File: src/rtl/pipe_pkg.sv
// Shared pipeline definitions: hazard FSM state encoding, register x0 index
// and the bundled per-stage control word.
package pipe_pkg;

    localparam logic [4:0] REG_X0 = 5'd0;

    typedef enum logic [1:0] {
        RUN        = 2'd0,
        MEMWAIT    = 2'd1,
        REDIR_PEND = 2'd2
    } hz_state_t;

    typedef struct packed {
        logic pc_stall;
        logic fd_stall;
        logic fd_flush;
        logic de_stall;
        logic de_flush;
        logic em_stall;
        logic mw_flush;
    } hz_ctrl_t;

endpackage

File: src/rtl/hz_luse_det.sv
// Load-use comparator: flags a decode source that depends on a load in EX.
// Purely combinational; x0 never forms a dependency.
module hz_luse_det
    import pipe_pkg::*;
(
    input  logic [4:0] id_rs1,
    input  logic [4:0] id_rs2,
    input  logic       id_use_rs1,
    input  logic       id_use_rs2,
    input  logic [4:0] ex_rd,
    input  logic       ex_is_load,
    output logic       luse
);

    logic rs1_hit;
    logic rs2_hit;

    assign rs1_hit = id_use_rs1 && (id_rs1 == ex_rd);
    assign rs2_hit = id_use_rs2 && (id_rs2 == ex_rd);
    assign luse    = ex_is_load && (ex_rd != REG_X0) && (rs1_hit || rs2_hit);

endmodule

File: src/rtl/hazard_ctrl.sv
// Five-stage pipeline hazard controller: combinational stage controls from a
// small FSM (RUN/MEMWAIT/REDIR_PEND). HAZARD_PERF_EN adds saturating counters.
module hazard_ctrl
    import pipe_pkg::*;
#(
    parameter int CNT_W = 32
) (
    input  logic             clk,
    input  logic             rst,
    input  logic             imem_busy,
    input  logic             dmem_busy,
    input  logic [4:0]       id_rs1,
    input  logic [4:0]       id_rs2,
    input  logic             id_use_rs1,
    input  logic             id_use_rs2,
    input  logic [4:0]       ex_rd,
    input  logic             ex_is_load,
    input  logic             ex_redirect,
    output logic             pc_stall,
    output logic             fd_stall,
    output logic             fd_flush,
    output logic             de_stall,
    output logic             de_flush,
    output logic             em_stall,
    output logic             mw_flush
`ifdef HAZARD_PERF_EN
   ,output logic [CNT_W-1:0] stall_cnt,
    output logic [CNT_W-1:0] flush_cnt
`endif
);

    if (CNT_W < 1) begin : g_cnt_w_invalid
        $error("hazard_ctrl: CNT_W must be at least 1");
    end

    hz_state_t state_q, state_d;
    hz_ctrl_t  ctrl;
    logic      luse;

    hz_luse_det u_luse_det (
        .id_rs1     (id_rs1),
        .id_rs2     (id_rs2),
        .id_use_rs1 (id_use_rs1),
        .id_use_rs2 (id_use_rs2),
        .ex_rd      (ex_rd),
        .ex_is_load (ex_is_load),
        .luse       (luse)
    );

    always_ff @(posedge clk or posedge rst) begin
        if (rst) begin
            state_q <= RUN;
        end else begin
            state_q <= state_d;
        end
    end

    always_comb begin
        ctrl    = '0;
        state_d = state_q;
        if (rst) begin
            ctrl    = '0;
            state_d = RUN;
        end else if (dmem_busy) begin
            ctrl.pc_stall = 1'b1;
            ctrl.fd_stall = 1'b1;
            ctrl.de_stall = 1'b1;
            ctrl.em_stall = 1'b1;
            ctrl.mw_flush = 1'b1;
            state_d       = MEMWAIT;
        end else begin
            unique case (state_q)
                MEMWAIT: begin
                    // Release cycle: no stalls, but a resolved redirect still flushes.
                    state_d = RUN;
                    if (ex_redirect) begin
                        ctrl.fd_flush = 1'b1;
                        ctrl.de_flush = 1'b1;
                        state_d       = imem_busy ? REDIR_PEND : RUN;
                    end
                end
                REDIR_PEND: begin
                    if (ex_redirect) begin
                        ctrl.fd_flush = 1'b1;
                        ctrl.de_flush = 1'b1;
                        state_d       = REDIR_PEND;
                    end else begin
                        // Whatever fetch returns now belongs to the old path.
                        ctrl.fd_flush = 1'b1;
                        ctrl.pc_stall = imem_busy;
                        state_d       = imem_busy ? REDIR_PEND : RUN;
                    end
                end
                default: begin
                    if (ex_redirect) begin
                        ctrl.fd_flush = 1'b1;
                        ctrl.de_flush = 1'b1;
                        state_d       = imem_busy ? REDIR_PEND : RUN;
                    end else if (luse) begin
                        ctrl.pc_stall = 1'b1;
                        ctrl.fd_stall = 1'b1;
                        ctrl.de_flush = 1'b1;
                    end else if (imem_busy) begin
                        ctrl.pc_stall = 1'b1;
                        ctrl.fd_flush = 1'b1;
                    end
                end
            endcase
        end
    end

    assign pc_stall = ctrl.pc_stall;
    assign fd_stall = ctrl.fd_stall;
    assign fd_flush = ctrl.fd_flush;
    assign de_stall = ctrl.de_stall;
    assign de_flush = ctrl.de_flush;
    assign em_stall = ctrl.em_stall;
    assign mw_flush = ctrl.mw_flush;

`ifdef HAZARD_PERF_EN
    logic [CNT_W-1:0] stall_cnt_q, stall_cnt_d;
    logic [CNT_W-1:0] flush_cnt_q, flush_cnt_d;

    always_comb begin
        stall_cnt_d = stall_cnt_q;
        flush_cnt_d = flush_cnt_q;
        if (ctrl.pc_stall && (stall_cnt_q != '1)) begin
            stall_cnt_d = stall_cnt_q + CNT_W'(1);
        end
        if ((ctrl.fd_flush || ctrl.de_flush) && (flush_cnt_q != '1)) begin
            flush_cnt_d = flush_cnt_q + CNT_W'(1);
        end
    end

    always_ff @(posedge clk or posedge rst) begin
        if (rst) begin
            stall_cnt_q <= '0;
            flush_cnt_q <= '0;
        end else begin
            stall_cnt_q <= stall_cnt_d;
            flush_cnt_q <= flush_cnt_d;
        end
    end

    assign stall_cnt = stall_cnt_q;
    assign flush_cnt = flush_cnt_q;
`endif

endmodule

File: config.mk
export PLATFORM = sky130hd
export DESIGN_NAME = hazard_ctrl
export DESIGN_NICKNAME = d
export VERILOG_FILES = /design/src/rtl/pipe_pkg.sv /design/src/rtl/hz_luse_det.sv /design/src/rtl/hazard_ctrl.sv
export SDC_FILE = /design/constraint.sdc
export NUM_CORES = 1
export LEC_CHECK = 0
export CORE_MARGIN = 2
export CORE_UTILIZATION = 28
export DETAILED_ROUTE_END_ITERATION = 10
export PLACE_DENSITY = 0.76
export SYNTH_ARGS = -nofsm -noshare
export SYNTH_HDL_FRONTEND = slang
export SYNTH_HIERARCHICAL = 1
export SYNTH_SLANG_ARGS = --single-unit
File: constraint.sdc
create_clock -name clk -period 1.7 [get_ports clk]
set_input_delay 0.34 -clock clk [delete_from_list [all_inputs] [get_ports clk]]
set_output_delay 0.34 -clock clk [all_outputs]
set_load 0.05 [all_outputs]
==> reports/qor.txt, run 1 <==
Detail Placement HPWL: 1180 um
DR DRC count: 0
Largest net degree at the start of global routing: 9
TritonCTS clock tree: yes
Initial DRT Pass Iterations: 4
Initial DRC Count: 2
Mapped Avg Cell Area: 7.81 sq um
Leakage: 0.451 nW
Routed Wire Length: 1580 um
VDD IR max: 0.000364 V
Placed Area: 925 sq um
Die Area: 1680 sq um
Hold Crit Class: in -> async
Tmin final: 2.28 ns
Distinct cells, synth: 25
Placer's final routability congestion estimate: 0.726
Clock tree sinks: 2
Die H: 41.0 um
Synthesized area: 383 sq um
Critical path arrival: 1.94 ns
CP cell instances: buf_8 -> xor2_4 -> nor4_4 -> nand3_2 -> a21oi_4 -> buf_6 -> buf_6 -> nand3b_1 -> a21oi_4 -> buf_12
Register area share after synthesis: 13.1%
Slew @ Worst Pin: 0.376 ns
Failing checks: setup timing
Setup ws final: -0.577 ns
Required @ worst endpoint: 1.36 ns
Max-slew violations: 0
Die width: 41.0 um
Number of diodes: 0
CP top delay family: simple AND/OR/NAND/NOR gates
CTS buffer count: 3
Outcome: finished, violations left
Clock latency at the later pin of the worst-skew pair: 0.22 ns
# hold bufs at CTS: 0
PwrDens: 418 nW/um^2
Biggest register: state_q
Via count: 538
Skew final: 0.00287 ns
YS warnings: 6
Pwr Total: 0.436 mW
Tcrit/Tclk final: 134%
Hold_ws: 0.180 ns
Crit path buffers/inverters: 4
Root Buffer: clkbuf_4
Overflow after GRT: 0
Max incr delay on CP: 0.31 ns
CP endpoint kind: output port
CP max FO: 3
Max reg flops: 2
Share of cells above drive strength 1: 60.4%
Util after Layout: 81.1%
I/O pin cnt: 30
Flip-flop and latch count after synthesis: 2
First-pass GRT wire length: 2350 um
Antenna violations before repair: 0
Clock-pin slew on the worst setup and hold paths: 0.03 ns
Layout area overhead: 172%
CTS max path bufs: 2
Vias per std cell: 4.85
Synthesized net count: 75
H-tree depth: 1
Row Count: 13
Top flop regs: state_q x2
IO buf count: 29
Detail Route Antenna Nets: 0
Tot GR Track Use: 21.3%
Final net count: 124
Slew HR: 74.8%
Post-Synthesis Cells: 49
Max Cap Viol: 0
Drt wl/cell: 14.2 um
DP Worst Slack: -1.05 ns
Crit Path Class: in -> out
Hold Vio Cnt, Final: 0
Slowest CP cell: nor4_4
Unrepaired setup endpoints after global routing: true
Vias in the first global route: 553
Initial Util: 29.8%
FMAX: 439 MHz
Core area: 1280 sq um
Worst setup SP type: input pin
Final setup viols: 4
Fin area: 1040 sq um
## metrics by stage
stage	instances	TNS [ns]
final	111	-2.19
after global placement	107	-3.89
after detailed placement	107	-4.16
after global routing	111	-2.45
after floorplan	49	-1.29
after CTS	110	-2.21
## cells in the mapped netlist
cell	count	area (sq um)
a211oi_1	1	7.51
a21oi_1	4	20.0
a221oi_1	1	8.76
a31oi_1	1	6.26
and2_1	1	6.26
buf_4	2	15.0
dfrtp_1	2	50.1
ha_1	3	37.5
inv_1	4	15.0
nand3_1	2	10.0
nand3b_1	1	7.51
nor2_1	2	7.51
nor2b_1	2	12.5
nor3_1	1	5.00
nor3b_1	1	7.51
nor4_1	2	12.5
nor4_2	1	12.5
o211ai_1	1	7.51
o21a_1	1	7.51
o21ai_0	3	15.0
o21ai_1	1	5.00
or3_4	1	11.3
or4_1	1	7.51
xnor2_1	2	17.5
xor2_1	8	70.1
## cells by family after synthesis
logic type / Yosys count / share of synthesized area [%]
and+or+nand+nor: 15 / 26.1
AOI/OAI and AO/OA: 13 / 20.3
buffers and inverters: 6 / 7.84
xor gates and xnor gates: 10 / 22.9
DFF: 2 / 13.1
adders and majority gates: 3 / 9.80
## layout by cell type, fill, tap and decap left out, types with 2 or more instances in the layout
| cell type | netlist | final |
|---|---|---|
| a21oi_4 | 0 | 4 |
| buf_12 | 0 | 7 |
| buf_2 | 0 | 6 |
| buf_4 | 2 | 13 |
| buf_6 | 0 | 6 |
| clkbuf_2 | 0 | 2 |
| clkbuf_4 | 0 | 3 |
| clkdlybuf4s15_1 | 0 | 2 |
| clkdlybuf4s50_1 | 0 | 6 |
| dfrtp_1 | 2 | 2 |
| dlymetal6s2s_1 | 0 | 2 |
| ha_1 | 3 | 2 |
| inv_1 | 4 | 3 |
| nor4_4 | 0 | 2 |
| o21ai_0 | 3 | 3 |
| xor2_1 | 8 | 6 |
## cell type report
type	count	area [sq um]
multi-input cells	41	462
inverters	4	15.0
well taps	15	18.8
clock buffers	3	22.5
flip-flops and latches	2	50.0
repair buffers	46	474
fillers	78	243
## layer usage
layer | global-route usage, % | vias up | part of all wire (%)
met1 | 26.9 | 254 | 42
met2 | 37.1 | 12 | 55
li1 | - | 270 | -
met3 | 1.63 | 2 | 1.3
met5 | 0 | - | 0
met4 | 7.50 | 0 | 0.89
## where the power goes
part	leakage, nW	switching [mW]	internal (mW)	total (mW)
Clock	0.0138	0.0263	0.0779	0.104
Sequential	0.0263	0.00137	0.0508	0.0522
Combinational	0.411	0.137	0.143	0.279
## worst min-delay path, stage by stage
cell and delay (ns):
dlymetal6s2s_1 0.15, buf_12 0.15, inv_1 0.09
## worst paths after layout
path / start / to / slack, ns / depth (start not counted)
min in group clk: rst / state_q[0] / 0.49 / 3
worst min-delay path: rst / state_q[1] / 0.18 / 3
worst max register to register: state_q[0] / state_q[1] / 0.11 / 6
worst max-delay path: id_rs1[1] / fd_stall / -0.58 / 10
worst min register to register: state_q[0] / state_q[0] / 0.73 / 4
max in group asynchronous: rst / state_q[0] / 1.40 / 3
## repair_timing
item                                    in CTS  in global routing
setup buffers                                1                  1
pin swaps                                   17                 14
gates resized for setup                     52                 22
endpoints found under the setup margin       7                  7
cloned                                       0                  0
Note: power is estimated with default switching activity, not from simulation.
==> run 2, diff against run 1 <==
--- a/config.mk
+++ b/config.mk
@@ -9,6 +9,7 @@
 export CORE_UTILIZATION = 28
 export DETAILED_ROUTE_END_ITERATION = 10
 export PLACE_DENSITY = 0.76
+export RECOVER_POWER = 25
 export SYNTH_ARGS = -nofsm -noshare
 export SYNTH_HDL_FRONTEND = slang
 export SYNTH_HIERARCHICAL = 1
==> results of run 2 <==
Same layout as run 1: the final DEF is identical, and so are final timing and power.
==> run 3, diff against run 2 <==
--- a/config.mk
+++ b/config.mk
@@ -10,6 +10,7 @@
 export DETAILED_ROUTE_END_ITERATION = 10
 export PLACE_DENSITY = 0.76
 export RECOVER_POWER = 25
+export SETUP_SLACK_MARGIN = 0.2
 export SYNTH_ARGS = -nofsm -noshare
 export SYNTH_HDL_FRONTEND = slang
 export SYNTH_HIERARCHICAL = 1
==> reports/qor.txt, run 3 (same netlist as run 1, synthesis figures left out) <==
Via count: 525 (was 538)
Vias in the first global route: 502 (was 553)
Largest net degree at the start of global routing: 9 (unchanged)
Initial DRC Count: 8 (was 2)
Max Cap Viol: 0 (unchanged)
Detail Route Antenna Nets: 0 (unchanged)
Slew HR: 77.1% (was 74.8%)
Placer's final routability congestion estimate: 0.708 (was 0.726)
Skew final: 0.00787 ns (was 0.00287 ns)
Die Area: 1680 sq um (unchanged)
Pwr Total: 0.429 mW (was 0.436 mW)
Slew @ Worst Pin: 0.340 ns (was 0.376 ns)
Worst setup SP type: input pin (unchanged)
Crit path buffers/inverters: 3 (was 4)
Tmin final: 2.22 ns (was 2.28 ns)
Hold_ws: 0.619 ns (was 0.180 ns)
I/O pin cnt: 30 (unchanged)
Die width: 41.0 um (unchanged)
Register area: 50.0 sq um (unchanged)
Final setup viols: 7 (was 4)
Fill count: 88 (was 78)
Cell count after placement: 104 (was 107)
PwrDens: 428 nW/um^2 (was 418 nW/um^2)
Max incr delay on CP: 0.33 ns (was 0.31 ns)
Sw Pwr: 0.157 mW (was 0.164 mW)
Max reg flops: 2 (unchanged)
VDD IR max: 0.000373 V (was 0.000364 V)
Root Buffer: clkbuf_4 (unchanged)
Util after Layout: 78.1% (was 81.1%)
CP endpoint kind: output port (unchanged)
TritonCTS clock tree: yes (unchanged)
Final net count: 121 (was 124)
FMAX: 450 MHz (was 439 MHz)
Leakage: 0.422 nW (was 0.451 nW)
Commonest non-fill, non-tap cell in the layout: buf_4 (unchanged)
Overflow after GRT: 0 (unchanged)
Core area: 1280 sq um (unchanged)
Die H: 41.0 um (unchanged)
Clock-pin slew on the worst setup and hold paths: 0.03 ns (about the same)
Post-Layout Cell Count: 108 (was 111)
Hold Vio Cnt, Final: 0 (unchanged)
CTS max path bufs: 2 (unchanged)
H-tree depth: 1 (unchanged)
CP max FO: 4 (was 3)
Routed Wire Length: 1480 um (was 1580 um)
Row Count: 13 (unchanged)
Unrepaired setup endpoints after global routing: true (unchanged)
Detail Placement HPWL: 1120 um (was 1180 um)
Crit Path Class: in -> out (unchanged)
Clock tree sinks: 2 (unchanged)
DR DRC count: 0 (unchanged)
Hold Crit Class: in -> reg (was in -> async)
Required @ worst endpoint: 1.36 ns (about the same)
Outcome: finished, violations left (unchanged)
CTS buffer count: 3 (unchanged)
Combinational share of power: 63.1% (was 64.1%)
Clock latency at the later pin of the worst-skew pair: 0.23 ns (was 0.22 ns)
Slowest CP cell: nor4_2 (was nor4_4)
# hold bufs at CTS: 0 (unchanged)
Register share of total power: 12.3% (was 12.0%)
Multi-input gate area: 432 sq um (was 462 sq um)
Layout area overhead: 162% (was 172%)
DP Worst Slack: -1.00 ns (was -1.05 ns)
Antenna violations before repair: 0 (unchanged)
Share of cells above drive strength 1: 59.1% (was 60.4%)
Tot GR Track Use: 21.5% (was 21.3%)
Top flop regs: state_q x2 (unchanged)
Initial Util: 29.8% (unchanged)
Vias per std cell: 4.86 (was 4.85)
CP cell instances: clkbuf_2 -> xor2_1 -> nor4_2 -> nand3_1 -> a21oi_4 -> nor2b_1 -> nor3b_1 -> buf_4 -> nor4_4 -> buf_6 (was buf_8 -> xor2_4 -> nor4_4 -> nand3_2 -> a21oi_4 -> buf_6 -> buf_6 -> nand3b_1 -> a21oi_4 -> buf_12)
Setup ws final: -0.523 ns (was -0.577 ns)
Critical path arrival: 1.88 ns (was 1.94 ns)
Drt wl/cell: 13.7 um (was 14.2 um)
First-pass GRT wire length: 2330 um (was 2350 um)
Number of diodes: 0 (unchanged)
Sw Ratio: 36.6% (was 37.7%)
Clock power share: 24.6% (was 23.9%)
Tcrit/Tclk final: 131% (was 134%)
Biggest register: state_q (unchanged)
Initial DRT Pass Iterations: 2 (was 4)
Most frequent cells in the layout: buf_4 (11), buf_12 (7), buf_6 (6), xor2_1 (6) (was buf_4 (13), buf_12 (7))
IO buf count: 29 (unchanged)
CP top delay family: simple AND/OR/NAND/NOR gates (unchanged)
Max-slew violations: 0 (unchanged)
Failing checks: setup timing (unchanged)
P_int: 0.272 mW (was 0.271 mW)
==> run 3: routing by layer <==
layer	up-vias	track usage (%)	part of all wire, %
met4	0	5.00	0
met2	7	39.8	57
li1	266	-	-
met1	252	26.2	41
met3	0	1.63	1.4
met5	-	0	0
==> run 3: layout make-up <==
cell class	count	area share [%]
tap	15	1.87
timing repair buffer	43	46.4
sequential	2	4.99
multi-input combinational	41	43.0
inverter	4	1.50
clock buffer	3	2.24
==> run 3: worst min-delay path: stages <==
cell,delay [ns]
dlymetal6s2s_1,0.12
buf_6,0.14
or3_4,0.13
a31oi_1,0.08
==> run 3: path summary, 6_finish.rpt <==
kind	slack, ns	startpoint	to	depth (start not counted)
max	-0.52	id_rs1[0]	fd_flush	10
min	0.62	ex_redirect	state_q[1]	4
max reg2reg	0.29	state_q[0]	state_q[1]	5
min reg2reg	0.73	state_q[0]	state_q[0]	4
max in group asynchronous	0.93	rst	state_q[0]	3
min in group asynchronous	0.63	rst	state_q[1]	3
==> run 3: repair_timing <==
action | CTS | global route
hold endpoints to repair | 0 | 0
pin swaps | 16 | 12
setup buffers | 1 | 0
endpoints found under the setup margin | 7 | 8
resized for setup | 62 | 18
==> run 3: power groups by stage <==
stage	combinational (mW)	sequential (mW)	clock (mW)
2_1_floorplan	0.109	0.0532	0
3_3_place_gp	0.249	0.0527	0
3_5_place_dp	0.254	0.0527	0
4_1_cts	0.255	0.0521	0.111
5_1_grt	0.287	0.0535	0.113
6_report	0.271	0.0526	0.106
==> run 3: per-stage QoR <==
stage	area [sq um]	TNS, ns
detailed placement	907	-4.25
floorplan	445	-1.29
global placement	907	-4.09
global route	1000	-2.64
CTS	937	-2.41
finish	1000	-2.31
==> RTL change 1: new RTL, config.mk and constraints of run 1 <==
Add a define of `HAZARD_PERF_EN`.
--- a/src/rtl/hazard_ctrl.sv
+++ b/src/rtl/hazard_ctrl.sv
@@ -2,2 +2,4 @@
 // small FSM (RUN/MEMWAIT/REDIR_PEND). HAZARD_PERF_EN adds saturating counters.
+`define HAZARD_PERF_EN
+
 module hazard_ctrl
Function (old outputs only; new: flush_cnt and stall_cnt): kept (Yosys induction, for registers that start in step).
==> RTL change 1 against run 1 <==
- the run still ends with negative setup slack left
- power grew to 13 times the old value
- synthesized cell count grew to 6.9 times the old value
- clock power grew to 21 times the old value
- routed wire length grew to 7.0 times the old value
- area after synthesis grew to 9.1 times the old value
- worst setup slack lost 0.17 ns
- sequential power grew to 34 times the old value
- die area grew to 7.9 times the old value
- fmax shrank 6.9%
- design area grew to 6.3 times the old value
- count of clock-buffer cells in the layout grew 6
- sequential cell count grew 64
- critical path type is now in -> reg
- critical endpoint is now flush_cnt[17]
==> RTL change 1: results (changes against run 1) <==
[outcome]
status=finished, violations left
violations=negative setup slack

[sta]
fin_skew_ns=0.007272  ; +0.004398 ns
holdWs_ns=0.4378  ; +0.2579 ns
postLayoutSetupSlackWorst_ns=-0.7458  ; -0.1687 ns
fin_setup_tns_ns=-35.89  ; -33.69 ns
setup_viol=68  ; +64
tightest_slew_ns=0.6333  ; +0.2569 ns

[clock_network]
cts_max_level=3  ; +2
clkLatencyLatePin_ns=0.33  ; +0.11 ns
cts_buffers=9  ; +6
cts.clk_slew.worst_paths_ns=0.06  ; +0.03 ns
clockBufferDepth=2  ; unchanged
cts_root_buffer=clkbuf_16

[setup_path]
arrival_ns=2.66  ; +0.72 ns
crit_fanout=5  ; +2
rrSetupSlack_ns=-0.53  ; -0.64 ns

[detailed_routing]
routed-wl-met2_mm=6.035  ; +590%
wl_met1_mm=4.346  ; +550%
top_layer_used=met4
wl_met3_um=518  ; +2400%
drtIter0Drc=192  ; +190
vias=3507  ; +550%
ant_nets=0  ; unchanged
dr.pass1.iters=4  ; unchanged
wl_per_cell_um=15.00  ; +5.7%

[global_routing]
antenna_found_initial=0  ; unchanged
track_usage_pct=17.07  ; -4.2 points
grt_max_degree=41  ; +32
grt_pass1_vias=3693  ; +570%
grt_first_pass_wirelength_mm=17.99  ; +670%

[logic_synthesis]
synth.distinct_cells=44  ; +76%
synthCells=339  ; +590%
yosys-top-cells-count=66 x dfrtp_1, 37 x xor2_1, 34 x xnor2_1
synthArstFlopShare_pct=100.0  ; unchanged
synth_seq_area_share_pct=47.65  ; +35 points
ys_warn_count=6  ; unchanged
synth_nets=367  ; +390%
synth_area_leaders=dfrtp_1 48%, xor2_1 9.4%, xnor2_1 8.6%, nand3_1 3.9%, nand4_1 3.4%

[power]
vdd_drop_max_mv=1.374  ; +280%
p_leak_uw=0.003134  ; +600%

[final_layout]
fin_nets=592  ; +380%
layout-drive-gt1-share_pct=55.36  ; -5.1 points
diodes=0  ; unchanged
instances_no_fill=737  ; +560%

[placement]
hpwl_mm=7.937  ; +570%
place_congestion=0.8306  ; +14%
dp_slack_ns=-1.388  ; -0.3377 ns
dp_cells=707  ; +560%
placed_cell_area_um2=5738  ; +520%
portBuffers=93  ; +220%

[worst_hold_path]
hold_class=in -> reg

==> RTL change 1: final cells by class <==
cell class	count	area (µm²)
flip-flops and latches	66	1660
repair buffers	225	2115
well taps	168	210.2
fillers	993	5487
clock inverters	7	125.1
inverters	17	67.56
multi-input cells	245	2172
clock buffers	9	225.2
==> RTL change 1: path summary, 6_finish.rpt <==
| kind | startpoint | to | cells after the start |
|---|---|---|---|
| worst max-delay path | id_rs2[2] | flush_cnt[17] | 13 |
| worst min-delay path | dmem_busy | state_q[1] | 3 |
| worst max register to register | state_q[1] | stall_cnt[1] | 9 |
| worst min register to register | flush_cnt[22] | flush_cnt[22] | 1 |
| max in group asynchronous | rst | flush_cnt[4] | 6 |
| min in group asynchronous | rst | state_q[0] | 6 |
==> RTL change 1: per-stage QoR <==
stage          utilization (%)  power [µW]
2_1_floorplan                -        2712
5_1_grt                  54.51        6149
4_1_cts                  53.34        5925
3_5_place_dp             47.57        3635
6_report                 54.51        5880
3_3_place_gp             47.57        3593
==> RTL change 1: metal layers <==
layer / up-vias / track usage (%)
li1: 1656 / -
met1: 1733 / 19.74
met2: 102 / 31.49
met3: 16 / 3.637
met4: 0 / 5.221
met5: - / 0
==> RTL change 1: power breakdown <==
| group | internal (µW) | total [µW] | switching (µW) |
|---|---|---|---|
| logic | 875 | 1930 | 1060 |
| registers | 1700 | 1780 | 78.8 |
| clock network | 1450 | 2170 | 720 |
==> RTL change 1: cells by family after synthesis <==
| kind of cell | after synthesis | share of synthesized area (%) |
|---|---|---|
| compound gates | 19 | 4.802 |
| fa+ha+maj | 5 | 1.805 |
| buf+inv | 28 | 3.538 |
| mux | 3 | 0.9747 |
| flops | 66 | 47.65 |
| xor+xnor | 71 | 17.94 |
| simple gates | 147 | 23.29 |
==> RTL change 1: worst max-delay path: stages <==
cell and delay [ns]:
buf_6 0.09, xor2_1 0.16, nor4_2 0.28, nand3_1 0.14, a21oi_2 0.19, buf_4 0.14
nor4b_4 0.04, or4_4 0.50, a311oi_4 0.26, buf_4 0.17, buf_6 0.13, nand3_2 0.08
xnor2_1 0.13
==> RTL change 1: what timing repair did <==
action	in CTS	in global routing
endpoints found under the setup margin	72	72
pin swaps	38	19
endpoints found under the hold margin	0	0
buffers inserted	9	5
gates resized for setup	112	33
cloned	1	1
==> RTL change 2: new RTL, config.mk and constraints of run 1 <==
Without the edit above. Re-encode `hz_state_t` (3 states) as one-hot, 3 bits wide.
--- a/src/rtl/pipe_pkg.sv
+++ b/src/rtl/pipe_pkg.sv
@@ -6,6 +6,6 @@
 
-    typedef enum logic [1:0] {
-        RUN        = 2'd0,
-        MEMWAIT    = 2'd1,
-        REDIR_PEND = 2'd2
+    typedef enum logic [2:0] {
+        RUN        = 3'b001,
+        MEMWAIT    = 3'b010,
+        REDIR_PEND = 3'b100
     } hz_state_t;
Behaviour: same outputs for any inputs over 10 cycles, from zero or initial values and one cycle with rst high; not proved beyond that.
==> RTL change 2 against run 1 <==
- the run still ends with negative setup slack left
- clock skew grew 0.0073 ns
- combinational power decreased by 6%
- synthesized cell count increased by 22%
- power grew 9.7%
- non-clock buffer count down 2
- routed wire length up 18%
- fmax decreased by 2.9%
- sequential cell count grew 1
- worst setup slack got worse by 0.068 ns
- sequential share of layout area rose by 2.5 points
- area after synthesis is 15% higher
- design area increased by 0.24%
- via count grew 14%
- largest cell class unchanged
==> RTL change 2: results (changes against run 1) <==
[global_routing]
grt_pass1_vias=635  ; +15%
track_usage_pct=22.83  ; +1.5 points
grt_max_degree=9  ; unchanged
grt_first_pass_wirelength_mm=3.174  ; +35%
antenna_found_initial=0  ; unchanged

[logic_synthesis]
synth.most_common_cell=xor2_1
yosys-top-cells-count=8 x xor2_1, 6 x a21oi_1, 5 x nand2_1
synth_flop_cell=dfrtp_1
synthArstFlopShare_pct=100.0  ; unchanged
synth_edf_count=0  ; unchanged
synth.distinct_cells=28  ; +12%
synth_seq_area_share_pct=17.28  ; +4.2 points
synth_nets=83  ; +11%
ys_warn_count=6  ; unchanged
synth_area_leaders=xor2_1 16%, dfrtp_1 11%, xnor2_1 7.9%, a21oi_1 6.8%, dfstp_2 5.9%

[power]
p_switching_uw=174.7  ; +6.3%
vdd_drop_max_mv=0.4404  ; +21%
p_leak_uw=0.0004346  ; -3.6%

[final_layout]
layout-drive-gt1-share_pct=53.85  ; -6.6 points
diodes=0  ; unchanged
fin_nets=128  ; +3.2%
largest_registers=state_q: 3 flops
nFillCells=108  ; +38%

[sta]
fin_setup_tns_ns=-2.143  ; +0.05151 ns
relSlewSlack_pct=77.44  ; +2.7 points
drv_slew=0  ; unchanged
postLayoutSetupSlackWorst_ns=-0.6450  ; -0.06783 ns
fin_skew_ns=0.01020  ; +0.007325 ns
setup_viol=4  ; unchanged

[outcome]
status=finished, violations left
violations=negative setup slack

[placement]
placed_cell_area_um2=908.4  ; -1.8%
hpwl_mm=1.272  ; +8.0%
place_congestion=0.8614  ; +19%
portBuffers=29  ; unchanged

[worst_hold_path]
hold_class=in -> async

[clock_network]
cts_buffers=3  ; unchanged
cts_root_buffer=clkbuf_4
clockBufferDepth=2  ; unchanged
clkLatencyLatePin_ns=0.24  ; +0.02 ns
cts.clk_slew.worst_paths_ns=0.04
cts_max_level=1  ; unchanged

[detailed_routing]
vias=616  ; +14%
drtIter0Drc=13  ; +11
drt-total-wl_mm=1.857  ; +18%
dr.pass1.iters=4  ; unchanged

[setup_path]
rrSetupSlack_ns=0.42  ; +0.31 ns
critPathTopFamily=simple AND/OR/NAND/NOR gates
arrival_ns=2.01  ; +0.07 ns
max_stage_delay_ns=0.33  ; +0.02 ns
cp_slowest_cell=nor4_2
crit_fanout=2  ; -1

==> RTL change 2: through the flow <==
step	hold slack, ns	instances	util, %	total power, µW	worst slack (ns)
final	0.4675	120	70.17	477.9	-0.6450
after global routing	0.5020	120	70.17	510.9	-0.7215
after CTS	0.4466	119	68.74	469.2	-0.6113
after detailed placement	0.5883	112	61.01	318.6	-1.069
after global placement	0.5833	112	61.01	313.1	-0.9735
after floorplan	0.1092	60	-	190.3	-0.4366
==> RTL change 2: cell type report <==
type | count | area share, %
clock buffer | 4 | 2.515
inverter | 4 | 1.437
multi-input combinational | 49 | 42.28
sequential | 3 | 7.305
tap | 16 | 1.916
timing repair buffer | 44 | 44.55
==> RTL change 2: worst min-delay path: stages <==
cell	delay, ns
clkdlybuf4s50_1	0.43
inv_1	0.11
buf_4	0.14
==> RTL change 2: logic make-up (layout without fill, tap and decap cells) <==
group / count (synthesis) / after routing / share of synthesized area [%]
simple gates: 19 / 19 / 23.80
compound gates: 17 / 17 / 22.38
xor+xnor: 12 / 12 / 23.80
buf+inv: 8 / 52 / 10.48
flops: 3 / 3 / 17.28
mux: 1 / 1 / 2.266
==> RTL change 2: timing repair <==
item | in CTS | in global routing
resized for setup | 71 | 7
setup endpoints to repair | 7 | 7
pin swaps | 16 | 10
endpoints found under the hold margin | 0 | 0
setup buffers | 4 | 1
==> RTL change 2: power groups by stage <==
stage	Sequential (µW)	Clock [µW]	Combinational, µW
after CTS	87.6	132	250
after floorplan	83.6	0	107
after global placement	85.8	0	227
after global routing	89.8	144	277
after detailed placement	86.1	0	233
final	88.7	127	262
==> RTL change 2: worst paths after layout <==
check	from	end	cells after the start
worst max register to register	state_q[0]	state_q[2]	4
worst max-delay path	id_rs1[0]	fd_flush	10
min in group clk	state_q[0]	state_q[0]	2
max in group asynchronous	rst	state_q[0]	3
worst min register to register	state_q[0]	state_q[0]	2
worst min-delay path	rst	state_q[2]	3
==> RTL change 2: per-layer routing <==
metal / vias up / share of wire, % / track usage, %
li1: 293 / - / -
met3: 8 / 4.3 / 5.417
met4: 0 / 3.4 / 6.667
met5: - / 0 / 0
met1: 290 / 40 / 27.66
met2: 25 / 52 / 39.71
